## src/rtl/lcd_power_seq.sv

```systemverilog
// LCD panel power sequencer: supply -> timing controller -> pixel data -> backlight ramp,
// and the reverse on power-down. Counts frames from vsync and generates the backlight PWM.
module lcd_power_seq #(
    parameter int T_PWR_CYC     = 33000,
    parameter int N_FRAMES      = 2,
    parameter int PWM_BITS      = 8,
    parameter int RAMP_STEP_CYC = 1024
) (
    input  logic                clk_in,
    input  logic                sys_rst,
    input  logic                pwr_on_req,
    input  logic                vsync_in,
    input  logic [PWM_BITS-1:0] bl_target,
    output logic                lcd_pwr_en,
    output logic                timing_en,
    output logic                data_en,
    output logic                lcd_bl,
    output logic [PWM_BITS-1:0] bl_level,
    output logic                ready,
    output logic                busy
);

    localparam int DLY_W = $clog2(T_PWR_CYC + 1);
    localparam int FRM_W = $clog2(N_FRAMES + 1);
    localparam int STP_W = $clog2(RAMP_STEP_CYC + 1);

    localparam logic [DLY_W-1:0] DLY_LAST = DLY_W'(T_PWR_CYC - 1);
    localparam logic [FRM_W-1:0] FRM_LAST = FRM_W'(N_FRAMES - 1);
    localparam logic [STP_W-1:0] STP_LAST = STP_W'(RAMP_STEP_CYC - 1);

    typedef enum logic [2:0] {
        ST_OFF     = 3'd0,
        ST_PWR_UP  = 3'd1,
        ST_SYNC_UP = 3'd2,
        ST_RAMP_UP = 3'd3,
        ST_ON      = 3'd4,
        ST_RAMP_DN = 3'd5,
        ST_SYNC_DN = 3'd6,
        ST_PWR_DN  = 3'd7
    } state_t;

    state_t              state_r;
    state_t              state_nx_s;
    logic [DLY_W-1:0]    dly_r;
    logic [DLY_W-1:0]    dly_nx_s;
    logic [FRM_W-1:0]    frm_r;
    logic [FRM_W-1:0]    frm_nx_s;
    logic [STP_W-1:0]    stp_r;
    logic [STP_W-1:0]    stp_nx_s;
    logic [PWM_BITS-1:0] lvl_r;
    logic [PWM_BITS-1:0] lvl_nx_s;
    logic [PWM_BITS-1:0] pwm_cnt_r;
    logic                vs_d_r;
    logic                tick_s;
    logic                step_s;

    logic                pwr_en_r;
    logic                tim_en_r;
    logic                dat_en_r;
    logic                rdy_r;
    logic                busy_r;
    logic                bl_r;
    logic                pwr_en_nx_s;
    logic                tim_en_nx_s;
    logic                dat_en_nx_s;
    logic                rdy_nx_s;
    logic                busy_nx_s;

    // Frame boundary: falling edge of active-low vsync, only while the controller runs
    assign tick_s = vs_d_r & ~vsync_in & tim_en_r;
    assign step_s = (stp_r == STP_LAST);

    // Next-state, counter and backlight-level logic; counters default to zero so every
    // state change restarts them
    always_comb begin
        state_nx_s = state_r;
        dly_nx_s   = '0;
        frm_nx_s   = '0;
        stp_nx_s   = '0;
        lvl_nx_s   = lvl_r;
        case (state_r)
            ST_OFF: begin
                if (pwr_on_req) begin
                    state_nx_s = ST_PWR_UP;
                end else begin
                    state_nx_s = ST_OFF;
                end
            end
            ST_PWR_UP: begin
                if (!pwr_on_req) begin
                    state_nx_s = ST_OFF;
                end else if (dly_r == DLY_LAST) begin
                    state_nx_s = ST_SYNC_UP;
                end else begin
                    dly_nx_s = dly_r + 1'b1;
                end
            end
            ST_SYNC_UP: begin
                if (!pwr_on_req) begin
                    state_nx_s = ST_SYNC_DN;
                end else if (tick_s && (frm_r == FRM_LAST)) begin
                    state_nx_s = ST_RAMP_UP;
                end else if (tick_s) begin
                    frm_nx_s = frm_r + 1'b1;
                end else begin
                    frm_nx_s = frm_r;
                end
            end
            ST_RAMP_UP: begin
                // Level above target (re-entry from ramp-down) is handed to ON to track down
                if (!pwr_on_req) begin
                    state_nx_s = ST_RAMP_DN;
                end else if (lvl_r >= bl_target) begin
                    state_nx_s = ST_ON;
                end else if (step_s) begin
                    lvl_nx_s = lvl_r + 1'b1;
                end else begin
                    stp_nx_s = stp_r + 1'b1;
                end
            end
            ST_ON: begin
                if (!pwr_on_req) begin
                    state_nx_s = ST_RAMP_DN;
                end else if (step_s) begin
                    if (lvl_r < bl_target) begin
                        lvl_nx_s = lvl_r + 1'b1;
                    end else if (lvl_r > bl_target) begin
                        lvl_nx_s = lvl_r - 1'b1;
                    end else begin
                        lvl_nx_s = lvl_r;
                    end
                end else begin
                    stp_nx_s = stp_r + 1'b1;
                end
            end
            ST_RAMP_DN: begin
                if (pwr_on_req) begin
                    state_nx_s = ST_RAMP_UP;
                end else if (lvl_r == '0) begin
                    state_nx_s = ST_SYNC_DN;
                end else if (step_s) begin
                    lvl_nx_s = lvl_r - 1'b1;
                end else begin
                    stp_nx_s = stp_r + 1'b1;
                end
            end
            ST_SYNC_DN: begin
                if (tick_s && (frm_r == FRM_LAST)) begin
                    state_nx_s = ST_PWR_DN;
                end else if (tick_s) begin
                    frm_nx_s = frm_r + 1'b1;
                end else begin
                    frm_nx_s = frm_r;
                end
            end
            ST_PWR_DN: begin
                if (dly_r == DLY_LAST) begin
                    state_nx_s = ST_OFF;
                end else begin
                    dly_nx_s = dly_r + 1'b1;
                end
            end
            default: begin
                state_nx_s = ST_OFF;
                lvl_nx_s   = '0;
            end
        endcase
    end

    // Output decode from the next state so outputs change on the transition edge
    always_comb begin
        pwr_en_nx_s = 1'b0;
        tim_en_nx_s = 1'b0;
        dat_en_nx_s = 1'b0;
        rdy_nx_s    = 1'b0;
        busy_nx_s   = 1'b0;
        case (state_nx_s)
            ST_OFF: begin
                busy_nx_s = 1'b0;
            end
            ST_PWR_UP, ST_PWR_DN: begin
                pwr_en_nx_s = 1'b1;
                busy_nx_s   = 1'b1;
            end
            ST_SYNC_UP, ST_SYNC_DN: begin
                pwr_en_nx_s = 1'b1;
                tim_en_nx_s = 1'b1;
                busy_nx_s   = 1'b1;
            end
            ST_RAMP_UP, ST_RAMP_DN: begin
                pwr_en_nx_s = 1'b1;
                tim_en_nx_s = 1'b1;
                dat_en_nx_s = 1'b1;
                busy_nx_s   = 1'b1;
            end
            ST_ON: begin
                pwr_en_nx_s = 1'b1;
                tim_en_nx_s = 1'b1;
                dat_en_nx_s = 1'b1;
                rdy_nx_s    = 1'b1;
            end
            default: begin
                busy_nx_s = 1'b0;
            end
        endcase
    end

    // Sequencer state, counters and registered control outputs
    always_ff @(posedge clk_in) begin
        if (sys_rst) begin
            state_r  <= ST_OFF;
            dly_r    <= '0;
            frm_r    <= '0;
            stp_r    <= '0;
            lvl_r    <= '0;
            vs_d_r   <= 1'b1;
            pwr_en_r <= 1'b0;
            tim_en_r <= 1'b0;
            dat_en_r <= 1'b0;
            rdy_r    <= 1'b0;
            busy_r   <= 1'b0;
        end else begin
            state_r  <= state_nx_s;
            dly_r    <= dly_nx_s;
            frm_r    <= frm_nx_s;
            stp_r    <= stp_nx_s;
            lvl_r    <= lvl_nx_s;
            vs_d_r   <= vsync_in;
            pwr_en_r <= pwr_en_nx_s;
            tim_en_r <= tim_en_nx_s;
            dat_en_r <= dat_en_nx_s;
            rdy_r    <= rdy_nx_s;
            busy_r   <= busy_nx_s;
        end
    end

    // Backlight PWM: counter frozen at zero while pixel data is gated
    always_ff @(posedge clk_in) begin
        if (sys_rst) begin
            pwm_cnt_r <= '0;
            bl_r      <= 1'b0;
        end else if (dat_en_r) begin
            pwm_cnt_r <= pwm_cnt_r + 1'b1;
            bl_r      <= (pwm_cnt_r < lvl_r);
        end else begin
            pwm_cnt_r <= '0;
            bl_r      <= 1'b0;
        end
    end

    assign lcd_pwr_en = pwr_en_r;
    assign timing_en  = tim_en_r;
    assign data_en    = dat_en_r;
    assign ready      = rdy_r;
    assign busy       = busy_r;
    assign bl_level   = lvl_r;
    assign lcd_bl     = bl_r;

endmodule

```

## config.mk

```make
export PLATFORM = sky130hd
export DESIGN_NAME = lcd_power_seq
export DESIGN_NICKNAME = d
export VERILOG_FILES = /design/src/rtl/lcd_power_seq.sv
export SDC_FILE = /design/constraint.sdc
export NUM_CORES = 1
export LEC_CHECK = 0
export BUFFER_PORTS_ARGS = -buffer_cell sky130_fd_sc_hd__buf_2
export CAP_MARGIN = 15
export CORE_MARGIN = 2
export CORE_UTILIZATION = 50
export DETAILED_ROUTE_END_ITERATION = 10
export HOLD_SLACK_MARGIN = 0.08
export MAX_ROUTING_LAYER = met4
export PLACE_DENSITY = 0.71
export REMOVE_ABC_BUFFERS = 1
export SLEW_MARGIN = 20
export SYNTH_ARGS = -nofsm -noshare
export SYNTH_HDL_FRONTEND = slang
export SYNTH_SLANG_ARGS = --single-unit
```

## constraint.sdc

```tcl
create_clock -name clk_in -period 2.6 [get_ports clk_in]
set_input_delay 0.13 -clock clk_in [delete_from_list [all_inputs] [get_ports clk_in]]
set_output_delay 0.13 -clock clk_in [all_outputs]
set_load 0.05 [all_outputs]
```

[Word-level counts from Yosys, hierarchy flattened]
Cells that the tools add are included.
Cells by class
  multiplexer cells: 43
  equality and inequality tests: 26
  add/sub/neg operators: 6
  $lt $le $gt $ge: 4
  reduce and logical (&&, ||, !) cells: 10
  bitwise logic cells: 4
Operator list (number)
  two-way mux 8 bit: 10
  two-way mux 11 bit: 6
  two-way mux 3 bit: 11
  one-hot mux 11 bit (3 select lines): 1
  two-way mux 16 bit: 2
  one-hot mux 16 bit (2 select lines): 1
  equality test 3 bit, second input constant: 8
  one-hot mux 3 bit (8 select lines): 1
  one-hot mux 8 bit (3 select lines): 1
  adder 16 x 1 -> 16 bit, second input constant: 1
  adder 8 x 1 -> 8 bit, second input constant: 2
  equality test 16 bit, second input constant: 1
  less-than comparator 8 bit: 2
  inequality test 2 bit, second input constant: 8
  equality test 3 x 2 -> 1 bit, second input constant: 4
  adder 11 x 1 -> 11 bit, second input constant: 1
  equality test 11 x 10 -> 1 bit, second input constant: 1
  AND reduction 10 bit: 1
  greater-or-equal comparator 8 bit: 1
  > comparator 8 bit: 1
  logical NOT 8 bit: 1
  subtractor 8 x 1 -> 8 bit, second input constant: 1
  OR reduction 7 bit: 1
  equality test 3 x 1 -> 1 bit, second input constant: 2
  15 further kinds: 24
Storage, ports and cells
  logic and storage cells: 106
  flip-flop bits (word level): 55

[Logic depth before layout (Yosys ltp)]
  depth in word-level cells: 10
  mapped depth: 10
  depth with buffers taken out: 9

[Least setup slack after synthesis]
Ideal clock, no wire load.
  path kind: register -> register
  from: reg lvl_r[0], in the netlist bl_level[0]
  to: reg lvl_r[7], in the netlist bl_level[7]
  slack: -0.244 ns
  cell stages (with the launch flop): 9
  data required time: 2.477 ns
  arrival time: 2.720 ns
  cells stage by stage: dfxtp_1 -> inv_1 -> ha_1 -> and4_1 -> o31a_1 -> a21o_1 -> nor3_4 -> a21boi_1 -> mux2_1
On the way
  longest elaborated chain between the ends: 6
  elaborated cells between the ends (all ways): 21
  classes of those cells: add/sub (2); order compare (3); eq/ne (3); mux (11); reduce/logical (2)
RTL lines
  start: declaration: RTL line 50  | logic [PWM_BITS-1:0] lvl_r;
  start signal: assignment: RTL line 227  | lvl_r <= lvl_nx_s;
  subtractor 8 x 1 -> 8 bit: RTL line 128, 142
  two-way mux 8 bit: RTL line 127  | end else if (lvl_r > bl_target) begin
  two-way mux 8 bit: RTL line 125  | if (lvl_r < bl_target) begin
  two-way mux 8 bit: RTL line 124  | end else if (step_s) begin
  two-way mux 8 bit: RTL line 122  | if (!pwr_on_req) begin
  one-hot mux 8 bit (3 select lines): RTL line 81  | case (state_r)
Several ways; a longest one is shown, not always the timed one. The select of a mux whose other input is x is not followed.
A chain may end at the register's enable or synchronous reset.

[Final worst setup path]
  from: reg lvl_r[1], in the netlist bl_level[1]
  to: reg lvl_r[7], in the netlist bl_level[7]
The elaborated chain is that of the path after synthesis.

==> results.py <==
metrics = {
    "outcome": {
        "outcome": "complete, no violations",
    },
    "synth": {
        "synth_cells": 352,
        "yosysWarnings": 0,
        "synthMuxAreaShare_pct": 2.967,
        "ys_seq_area_share_pct": 37.30,
        "synth_edf_count": 0,
        "synthArstFlopShare_pct": 0,
        "synth-main-ff-cell": "dfxtp_1",
        "synth-simple-area-share_pct": 26.24,
        "yosysTopAreaCell": "dfxtp_1",
        "avgSynthCellArea_sq_um": 8.385,
        "synth_compound_area_share_pct": 11.40,
        "synth_top_family_by_area": "simple AND/OR/NAND/NOR gates",
        "synth_area_sq_um": 2952,
        "ys_types": 56,
        "synth_top_area_share_pct": 37.30,
        "synthAdderAreaFrac_pct": 8.902,
        "synth_xor_xnor_area_share_pct": 8.309,
        "ys_top_cells_by_area": "dfxtp_1 37%, ha_1 8.9%, nor2_1 7.4%, xor2_1 4.5%, xnor2_1 3.9%",
        "ys_seq_elements": 55,
    },
    "floorplan": {
        "die_area_sq_um": 6533,
        "floorplan.die.width_microns": 80.83,
        "die_h_microns": 80.83,
        "start_util_pct": 52.63,
        "io_pins": 26,
        "rows": 27,
        "core_sq_um": 5608,
    },
    "timing": {
        "period_share_pct": 91.71,
        "rsz0062_at_grt": "false",
        "maxSlewHeadroom_pct": 55.81,
        "finalHoldViolCount": 0,
        "tightest_slew_ns": 0.6594,
        "setup_viol": 0,
        "finalMaxSlewViolations": 0,
        "finClkSkew_ns": 0.01298,
        "finalCriticalPeriod_ns": 2.384,
        "fin_ws_ns": 0.2155,
        "timing.fmax_ghz": 0.4194,
    },
    "grt": {
        "grt_util_all_layers_pct": 19.25,
        "use_met3_pct": 3.667,
        "grt_busiest_layer": "met2",
        "grt_pass1_vias": 2162,
        "grt_start_max_net_pins": 21,
        "grt_antenna_before_repair": 0,
        "use_met2_pct": 31.16,
        "use_met1_pct": 24.22,
        "grt-ovfl-total": 0,
        "grt_pass1_wl_mm": 9.618,
    },
    "detailed_routing": {
        "wl_mm": 5.674,
        "wl_per_cell_microns": 12.36,
        "first_pass_iters": 4,
        "vias": 2447,
        "drtIter0Drc": 151,
        "drc": 0,
        "via_per_inst": 5.331,
        "postRouteAntennaNets": 0,
    },
    "min_path": {
        "worstHoldStart": "sys_rst",
        "hold_class": "input pin to flip-flop",
        "hold_depth": 2,
        "hold_end": "bl_level[1]",
    },
    "placed_design": {
        "globalplace.congestion": 0.8843,
        "dp.cells": 451,
        "hpwl_mm": 4.348,
        "post-place-ws_ns": 0.1086,
        "io_buffers": 25,
    },
    "layout": {
        "layout_commonest_cell": "nor2_1",
        "instances_no_fill": 459,
        "syn_to_final_growth_pct": 12.08,
        "n_antenna_cell": 0,
        "multiInputGateArea_sq_um": 1707,
        "final_cell_mix": "58 x nor2_1, 54 x dfxtp_1, 26 x inv_1",
        "nets": 420,
        "fillers": 525,
        "drive_gt1_share_pct": 13.18,
        "seq_area_sq_um": 1102,
    },
    "clock_network": {
        "numCtsBuffers": 5,
        "cts_tree": "yes",
        "root_buffer": "clkbuf_8",
        "postCtsSetupBuffers": 0,
        "clk_pin_slew_worst_paths_ns": 0.10,
        "worstSkewPairLatency_ns": 0.31,
        "cts_max_level": 2,
        "clkSinkCount": 55,
        "cts.path.max_buffers": 2,
    },
    "worst_setup_path": {
        "worstPathArrival_ns": 2.59,
        "crit_required_ns": 2.81,
        "rr_endpoint": "bl_level[7]",
        "r2r.worst_path.cells": 8,
        "r2r_start": "bl_level[1]",
        "crit_path_end_kind": "flip-flop",
        "r2r_slack_ns": 0.22,
        "critPathKind": "flip-flop to flip-flop",
        "path_max_fanout": 8,
        "crit_path_start_kind": "flip-flop",
        "crit_start": "bl_level[1]",
    },
    "job": {
        "maxCapViolations": 0,
    },
    "power_and_ir_drop": {
        "switching_power_mw": 0.4255,
        "power_leakage_nw": 1.350,
        "cell_internal_pwr_mw": 1.122,
        "ir_worst_vdd_uv": 385.3,
        "p_clk_share_pct": 29.9,
        "power.density_nw_per_um2": 467.7,
        "pwr-share-comb_pct": 13.4,
        "p_seq_share_pct": 56.7,
        "p_sw_share_pct": 27.50,
    },
}
-- worst max path at each step --
stage / to / slack [ns] / cells past startpoint
final: bl_level[7] / 0.22 / 8
after global routing: bl_level[4] / 0.06 / 9
after detailed placement: bl_level[7] / 0.11 / 8
after global placement: bl_level[7] / 0.18 / 8
after CTS: bl_level[7] / 0.10 / 8
after floorplan: bl_level[7] / -0.24 / 8
-- power groups by stage --
stage	Combinational, mW	Sequential, mW	Clock, mW
5_1_grt	0.227	0.881	0.516
6_report	0.207	0.878	0.463
3_5_place_dp	0.203	0.897	0
4_1_cts	0.206	0.878	0.486
2_1_floorplan	0.0879	0.949	0
3_3_place_gp	0.201	0.897	0
-- timing repair --
action                                  in CTS  in global routing
hold buffers                                 1                  0
gates resized for setup                      0                  1
endpoints found under the setup margin       0                  1
hold endpoints to repair                     1                  0
-- kinds of logic (layout without fill, tap and decap cells) --
family          count (synthesis)  in the layout
buf+inv                        36             71
compound gates                 52             52
fa+ha+maj                      21             21
flops                          55             55
mux                             8              8
simple gates                  152            152
xor+xnor                       28             28
-- area by class of cell --
cell class	count	share of cell area, %
Clock buffer	5	2.080
Timing Repair Buffer	38	6.808
Inverter	26	2.950
Clock inverter	2	0.5295
Multi-Input combinational cell	261	51.59
Sequential cell	55	33.32
Tap cell	72	2.723
-- metal layers --
layer | vias up | part of all wire [%] | routed length (microns)
met2 | 33 | 45 | 2557
met5 | - | 0 | 0
met1 | 1133 | 51 | 2874
li1 | 1275 | - | -
met3 | 6 | 3.0 | 168
met4 | 0 | 1.3 | 74
-- through the flow --
stage               util (%)  hold WS, ns  TNS, ns  area (sq um)  power [mW]
floorplan                  -       0.1991  -0.7885          2905       1.037
global placement       57.25       0.3311        0          3211       1.098
detailed placement     57.25       0.3344        0          3211       1.100
CTS                    58.97       0.2105        0          3307       1.570
global route           58.99       0.2283        0          3308       1.623
finish                 58.99       0.2241        0          3308       1.547
-- critical path: stages (launching register included) --
cell	delay (ns)
dfxtp_2	0.40
inv_1	0.10
ha_1	0.26
a311o_1	0.28
a22o_1	0.21
a21o_1	0.19
nor3_4	0.31
a21boi_1	0.22
mux2_1	0.33
-- Yosys cell counts (8+ instances only) --
| cell | number |
|---|---|
| nor2_1 | 58 |
| nand2_1 | 20 |
| inv_1 | 26 |
| ha_1 | 21 |
| o21ai_0 | 10 |
| xnor2_1 | 13 |
| nand3_1 | 19 |
| dfxtp_1 | 55 |
| and3_1 | 8 |
| xor2_1 | 15 |
| a21o_1 | 8 |
| a21oi_1 | 12 |
-- flip-flops by register name, indices dropped and copies added (netlist names) --
| signal | flops |
|---|---|
| bl_level | 8 |
| dly_r | 16 |
| vs_d_r | 1 |
| pwm_cnt_r | 8 |
| stp_r | 11 |
| busy | 1 |
| lcd_bl | 1 |
| lcd_pwr_en | 1 |
| frm_r | 2 |
| state_r | 3 |
| data_en | 1 |
| timing_en | 1 |
| ready | 1 |
(Power assumes the default switching activity.)
